===== src/rtl/exc_collector.sv =====
// Exception collector for the MIPS memory/commit stage: picks the highest-priority source and hands it to CP0.
// Optional committed-exception counter is built only when EXC_COUNT_EN is defined.
module exc_collector #(
   parameter int NUM_SRC = 4,
   parameter int CODE_W  = 5,
   parameter int SRC_W   = $clog2(NUM_SRC)
) (
   input  logic                       clk,
   input  logic                       rst,
   input  logic                       instr_valid,
   input  logic [NUM_SRC-1:0]         src_valid,
   input  logic [NUM_SRC*CODE_W-1:0]  src_code,
   input  logic                       stall,
   input  logic                       flush,
   input  logic                       cp0_ready,
   output logic                       pending_exc,
   output logic                       exc_commit,
   output logic [CODE_W-1:0]          exc_code,
   output logic [SRC_W-1:0]           exc_src,
   output logic [31:0]                exc_count
);

   typedef enum logic [1:0] {
      S_IDLE   = 2'd0,
      S_WAIT   = 2'd1,
      S_COMMIT = 2'd2
   } state_t;

   state_t              state_q;
   logic                commit_q;
   logic [CODE_W-1:0]   code_q;
   logic [SRC_W-1:0]    src_q;
   logic [SRC_W-1:0]    sel_idx_s;
   logic [CODE_W-1:0]   sel_code_s;
   logic                capture_s;

   // Lowest set index wins: scan downward so the last hit is the highest-priority source.
   always_comb begin
      sel_idx_s  = {SRC_W{1'b0}};
      sel_code_s = {CODE_W{1'b0}};
      for (int i = NUM_SRC - 1; i >= 0; i--) begin
         if (src_valid[i]) begin
            sel_idx_s  = SRC_W'(i);
            sel_code_s = src_code[i*CODE_W +: CODE_W];
         end else begin
            sel_idx_s  = sel_idx_s;
            sel_code_s = sel_code_s;
         end
      end
   end

   assign capture_s   = instr_valid && (|src_valid) && !stall && !flush;
   assign pending_exc = (state_q != S_IDLE) || (instr_valid && (|src_valid));

   // Collector FSM with registered commit pulse and captured code/source.
   always_ff @(posedge clk or posedge rst) begin
      if (rst) begin
         state_q  <= S_IDLE;
         commit_q <= 1'b0;
         code_q   <= {CODE_W{1'b0}};
         src_q    <= {SRC_W{1'b0}};
      end else begin
         case (state_q)
            S_IDLE: begin
               if (capture_s) begin
                  code_q <= sel_code_s;
                  src_q  <= sel_idx_s;
                  if (cp0_ready) begin
                     state_q  <= S_COMMIT;
                     commit_q <= 1'b1;
                  end else begin
                     state_q  <= S_WAIT;
                     commit_q <= 1'b0;
                  end
               end else begin
                  state_q  <= S_IDLE;
                  commit_q <= 1'b0;
               end
            end
            S_WAIT: begin
               // flush outranks cp0_ready so a squashed instruction never reaches CP0
               if (flush) begin
                  state_q  <= S_IDLE;
                  commit_q <= 1'b0;
               end else if (cp0_ready) begin
                  state_q  <= S_COMMIT;
                  commit_q <= 1'b1;
               end else begin
                  state_q  <= S_WAIT;
                  commit_q <= 1'b0;
               end
            end
            S_COMMIT: begin
               state_q  <= S_IDLE;
               commit_q <= 1'b0;
            end
            default: begin
               state_q  <= S_IDLE;
               commit_q <= 1'b0;
            end
         endcase
      end
   end

   assign exc_commit = commit_q;
   assign exc_code   = code_q;
   assign exc_src    = src_q;

`ifdef EXC_COUNT_EN
   logic [31:0] count_q;
   logic [31:0] count_d;

   // Saturating count of COMMIT cycles.
   always_comb begin
      count_d = count_q;
      if (commit_q && (count_q != 32'hFFFF_FFFF)) begin
         count_d = count_q + 32'd1;
      end else begin
         count_d = count_q;
      end
   end

   // Counter register.
   always_ff @(posedge clk or posedge rst) begin
      if (rst) begin
         count_q <= 32'd0;
      end else begin
         count_q <= count_d;
      end
   end

   assign exc_count = count_q;
`else
   assign exc_count = 32'd0;
`endif

endmodule


===== config.mk =====
export PLATFORM = sky130hd
export DESIGN_NAME = exc_collector
export DESIGN_NICKNAME = d
export VERILOG_FILES = /design/src/rtl/exc_collector.sv
export SDC_FILE = /design/constraint.sdc
export NUM_CORES = 1
export LEC_CHECK = 0
export BUFFER_PORTS_ARGS = -buffer_cell sky130_fd_sc_hd__buf_2
export CORE_UTILIZATION = 33
export CTS_CLUSTER_SIZE = 40
export DETAILED_ROUTE_END_ITERATION = 6
export PLACE_DENSITY = 0.86
export SETUP_SLACK_MARGIN = 0.2
export SLEW_MARGIN = 20
export SYNTH_ARGS = -nofsm -noshare
export SYNTH_HDL_FRONTEND = slang
export SYNTH_SLANG_ARGS = --single-unit

===== constraint.sdc =====
create_clock -name clk -period 1.85 [get_ports clk]
set_clock_uncertainty 0.2 [all_clocks]
set_input_delay 0.37 -clock clk [delete_from_list [all_inputs] [get_ports clk]]
set_output_delay 0.37 -clock clk [all_outputs]
set_load 0.005 [all_outputs]

==> flow_summary.ini, run 1 <==
[status]
status = finished, final reports clean

[route]
first_pass_iters = 4
drc = 0
wire_per_inst_um = 10.88
drt_iter0_markers = 9
final_antenna_net_count = 0
vias = 723
wirelength_mm = 1.784
viasPerCell = 4.409

[global_route]
grt_pass1_vias = 606
track_usage = 0.1385
grt_antenna_before_repair = 0
grt_pass1_wl_mm = 2.553
overflow = 0
grt_max_degree = 10

[placed_design]
place_hpwl_mm = 1.334
numPortBuffers = 38
dpl.cell_count = 155
gp_congestion = 0.7235

[run]
drv_cap = 0

[final_layout]
diodes = 0
syn2layout_area_growth_pct = 34.90
layout.nets = 167
drive_gt1_frac = 0.4706
register_area_um2 = 225.2
multiInputGateArea_um2 = 447.9
finalNonFillerCells = 164
fillers = 241

[clock_tree]
clock_sinks = 9
htree_levels = 1
clkTransAtPathRegs_ns = 0.06
cts_root_buf = clkbuf_4
cts_tree = yes
cts_max_path_buffers = 2
worstSkewPairLatency_ns = 0.26
cts_made_buffers = 3

[critical_path]
r2r-end = exc_code[2]
reg2reg_from = exc_commit
required_ns = 1.81
endpoint = exc_code[2]
ff2ff_setup_slack_ns = 0.14
crit_fanout = 5
critPathKind = register to register
endpoint_kind = register
cp-start-kind = register
reg2reg_depth = 3
cp.arrival_ns = 1.67
critPathLaunch = exc_commit

[floorplanning]
die_w_um = 50.33
die_area_um2 = 2533
num_rows = 17
start_util = 0.3484
core_um2 = 2212
ioPinCount = 71
die_y_um = 50.33

[logic_synthesis]
syn_inst = 86
yosysWarnings = 0
synth_area_um2 = 770.7
synth.yosys.seq_area_share = 0.2922
synth_seq_cells = 9
syn_area_per_cell_um2 = 8.962
ys_types = 24

[timing]
period_share = 0.9254
fmax_mhz = 584.1
setup_viol_count_final = 0
rsz0062_at_grt = yes
finalSetupTns_ns = 0
period_minus_slack_ns = 1.712
hold_viol_final = 0
drv_slew = 0

[pwr]
max-vdd-ir-drop_mv = 0.2960
leakage_uw = 0.0005556
power_density_nw_per_um2 = 604.8

[hold_path]
hold_class = input pin to register
## stage by stage
stage / total power, µW / area, µm² / util / worst slack, ns / hold WS (ns)
after floorplan: 395.8 / 897.1 / - / -0.01948 / -0.002082
after global placement: 440.7 / 904.6 / 0.4089 / -0.08046 / 0.1361
after detailed placement: 444.8 / 904.6 / 0.4089 / -0.1296 / 0.1465
after CTS: 620.7 / 1020 / 0.4610 / 0.1542 / 0.07365
after global routing: 664.8 / 1040 / 0.4700 / 0.1132 / 0.08245
final: 628.8 / 1040 / 0.4700 / 0.1381 / 0.08300
## power breakdown
group / total (µW) / leakage [µW] / internal [µW] / switching [µW]
registers: 247 / 0.000114 / 231 / 15.7
logic: 231 / 0.000427 / 118 / 113
clock network: 151 / 0.0000150 / 83.1 / 67.9
total: 629 / 0.000556 / 433 / 196
## worst min-delay path by stage
stage	from	to	slack (ns)	depth (start not counted)
after CTS	cp0_ready	state_q[0]	0.07	2
after floorplan	rst	exc_code[0]	-0.002	1
after detailed placement	rst	exc_src[1]	0.15	2
final	cp0_ready	state_q[0]	0.08	2
after global routing	cp0_ready	state_q[0]	0.08	2
after global placement	rst	exc_src[1]	0.14	2
## cells in the mapped netlist
library cell	count	area share
or2_2	1	0.0081
or4_1	1	0.0097
o21ai_0	8	0.052
buf_2	1	0.0065
or2_1	1	0.0081
buf_6	1	0.015
dfrtp_1	9	0.29
nor2b_1	1	0.0081
nand2b_1	2	0.016
buf_4	33	0.32
nor3b_1	1	0.0097
a2bb2oi_1	1	0.011
a221oi_1	5	0.057
a211oi_1	1	0.0097
inv_1	3	0.015
or2b_2	1	0.011
conb_1	1	0.0049
nand2_1	2	0.0097
o41ai_4	1	0.036
nor2_1	2	0.0097
o31ai_1	4	0.039
o41ai_1	1	0.011
a21oi_1	1	0.0065
o22ai_1	4	0.032
## placed cells by master, fill, tap and decap left out
cell type,count
a211oi_2,1
a21oi_1,1
a221oi_1,5
a2bb2oi_2,1
buf_2,35
buf_4,11
buf_6,1
buf_8,1
clkbuf_1,1
clkbuf_4,3
conb_1,32
dfrtp_1,9
dlygate4sd3_1,1
inv_1,3
nand2_1,1
nand2_2,1
nand2b_1,2
nor2_1,2
nor2b_1,1
nor3b_1,1
o21ai_0,4
o21ai_1,3
o21ai_2,1
o22ai_1,4
o31ai_1,2
o31ai_2,2
o41ai_4,2
or2_2,1
or2_4,2
or2b_2,1
or4_4,1
## cell type report
cell class	instances	share of cell area
sequential	9	0.2166
tap	28	0.03369
multi-input combinational	71	0.4308
inverter	3	0.01083
timing repair buffer	49	0.2828
clock buffer	4	0.02527
## kinds of logic after synthesis
group / share of synthesized area
flip-flops: 0.2922
AND/OR/NAND/NOR: 0.09094
other: 0.004865
AO/OA/AOI/OAI: 0.2549
buffers and inverters: 0.3571
## registers in the layout, summed over array words and instances, names as in the netlist
register and flops:
exc_commit 1, state_q 1, exc_src 2, exc_code 5
## what timing repair did
| action | in CTS | in global routing |
|---|---|---|
| hold endpoints to repair | 9 | 0 |
| pin swaps | 5 | 3 |
| gates cloned | 1 | 0 |
| setup endpoints to repair | 10 | 9 |
| gates resized for setup | 13 | 6 |
| hold buffers | 1 | 0 |
| buffers inserted | 3 | 0 |
## metal layers
metal / up-vias / routed length (µm) / global-route usage
li1: 345 / - / -
met1: 325 / 678 / 0.1437
met2: 51 / 917 / 0.2556
met3: 2 / 168 / 0.02424
met4: 0 / 19 / 0.08333
met5: - / 0 / 0
## worst max-delay path: stages, from the launching register on
cell and delay [ns]:
dfrtp_1 0.37, or4_4 0.50, or2_4 0.29, o31ai_2 0.25
Power figures use the tool's default switching activity.
==> run 2, diff against run 1 <==
Settings changed: CELL_PAD_IN_SITES_DETAIL_PLACEMENT set to 1, CELL_PAD_IN_SITES_GLOBAL_PLACEMENT set to 1, CORE_UTILIZATION 33 to 22.
==> run 2 against run 1 <==
  * Power grew 4.2%
  * Non-clock buffer count shrank 1
  * Combinational power grew 5%
  * Register-to-register slack is essentially flat
  * Die area grew 48%
  * Global-route usage shrank 0.57 points
  * Clock-buffer cell count is the same
  * Worst setup slack lost 0.0010 ns
  * Critical path depth grew 2
  * Cell count grew 10%
  * Sequential power grew 2%
  * Utilization shrank 15 points
  * Critical endpoint is now pending_exc
  * Largest power group unchanged
==> flow_summary.ini, run 2 (same netlist as run 1, synthesis figures left out) <==
[clock_tree]
cts_root_buf = clkbuf_4
cts_made_buffers = 3
cts_max_path_buffers = 2
htree_levels = 1
worstSkewPairLatency_ns = 0.27
clkTransAtPathRegs_ns = 0.06
cts_tree = yes
clock_sinks = 9

[pwr]
power_density_nw_per_um2 = 610.8
max-vdd-ir-drop_mv = 0.1233
share_comb_of_total_power = 0.369
switching_power_uw = 220.4
seq_power_share = 0.385
pwr-share-clk = 0.246
leakage_uw = 0.0005550
p_int_uw = 434.6
power.share.switching = 0.3365

[floorplanning]
core_um2 = 3337
die_w_um = 61.19
ioPinCount = 71
die_area_um2 = 3744
num_rows = 21
start_util = 0.2310
die_y_um = 61.19

[timing]
period_minus_slack_ns = 1.713
setup_viol_count_final = 0
rsz0062_at_grt = yes
tightest_slew_ns = 0.5152
fmax_mhz = 583.8
slew_headroom = 0.6565
finalSetupTns_ns = 0
drv_slew = 0
hold_viol_final = 0
period_share = 0.9259

[route]
wirelength_mm = 2.464
drt_iter0_markers = 12
viasPerCell = 4.022
drc = 0
first_pass_iters = 3
final_antenna_net_count = 0
vias = 728
wire_per_inst_um = 13.61

[critical_path]
crit_path_max_incr_delay_ns = 0.34
critPathKind = input pin to output port
cp-start-kind = input pin
cpMaxStageDelayCell = o41ai_4
path_cells = buf_8 > o41ai_4 > buf_4 > nand2_1 > buf_2
crit_fanout = 2
cp.arrival_ns = 1.14
required_ns = 1.28
endpoint_kind = output port

[global_route]
grt_pass1_vias = 751
grt_antenna_before_repair = 0
track_usage = 0.1328
overflow = 0
grt_max_degree = 10
grt_pass1_wl_mm = 3.312

[final_layout]
layout_commonest_cell = buf_2
layout_common_cells = buf_2, conb_1, dfrtp_1, buf_4, o21ai_1
largest_reg_flops = 5
drive_gt1_frac = 0.4741
fin_area_um2 = 1072
diodes = 0
syn2layout_area_growth_pct = 39.12
layout.nets = 166
fillers = 427

[placed_design]
place_hpwl_mm = 1.840
numPortBuffers = 38
gp_congestion = 0.8286
placed_area_um2 = 919.6

[hold_path]
hold_class = input pin to register

[run]
drv_cap = 0

[status]
status = finished, final reports clean
==> run 2: cell types whose count changed in the layout (fill, tap and decap cells not counted), sizes merged <==
| cell | previous run | this run |
|---|---|---|
| buf | 48 | 47 |
==> run 2: cell type report <==
class,instances,area [µm²],share of cell area
Sequential cell,9,225.2,0.2100
Multi-Input combinational cell,71,464.2,0.4329
Tap cell,46,57.56,0.05368
Timing Repair Buffer,48,287.8,0.2684
Clock buffer,4,26.28,0.02450
Inverter,3,11.26,0.01050
==> run 2: metrics by stage <==
| step | std cells | worst slack [ns] | utilization | hold slack, ns | total power [µW] |
|---|---|---|---|---|---|
| floorplan | 117 | -0.01948 | - | -0.002082 | 395.8 |
| global placement | 172 | -0.08665 | 0.2756 | 0.1411 | 440.4 |
| detailed placement | 172 | -0.1567 | 0.2756 | 0.1580 | 447.4 |
| CTS | 180 | 0.1644 | 0.3060 | 0.06698 | 633.2 |
| global route | 181 | 0.09906 | 0.3213 | 0.07945 | 696.8 |
| finish | 181 | 0.1371 | 0.3213 | 0.07719 | 655.0 |
==> run 2: worst paths after layout <==
| check | startpoint | slack, ns | end | cells past startpoint |
|---|---|---|---|---|
| worst max-delay path | src_valid[3] | 0.14 | pending_exc | 5 |
| min in group asynchronous | rst | 0.41 | exc_code[2] | 3 |
| worst min-delay path | cp0_ready | 0.08 | state_q[0] | 2 |
| worst min register to register | exc_code[4] | 0.30 | exc_code[4] | 2 |
| max in group asynchronous | rst | 0.78 | exc_commit | 3 |
| worst max register to register | exc_commit | 0.15 | exc_code[1] | 3 |
==> run 2: timing repair <==
item / CTS / global route
endpoints found under the setup margin: 10 / 9
gates resized for setup: 12 / 12
endpoints found under the hold margin: 9 / 0
setup buffers: 2 / 1
gates cloned: 1 / 0
pin swaps: 5 / 1
hold buffers: 1 / 0
==> run 2: worst max-delay path, delay by kind of cell <==
family                 cells  cell delay, ns
buffers and inverters      3            0.39
AND/OR/NAND/NOR            1            0.04
AO/OA/AOI/OAI              1            0.34
==> run 2: layer usage <==
layer	track usage	part of all wire
met1	0.1328	0.36
met2	0.2252	0.51
met3	0.05042	0.098
met4	0.09740	0.037
met5	0	0
==> run 2: power by group through the flow <==
stage / Combinational [µW] / Clock (µW) / Sequential, µW
6_report: 242 / 161 / 252
5_1_grt: 270 / 171 / 256
3_5_place_dp: 194 / 0 / 254
2_1_floorplan: 141 / 0 / 254
3_3_place_gp: 186 / 0 / 254
4_1_cts: 217 / 165 / 252
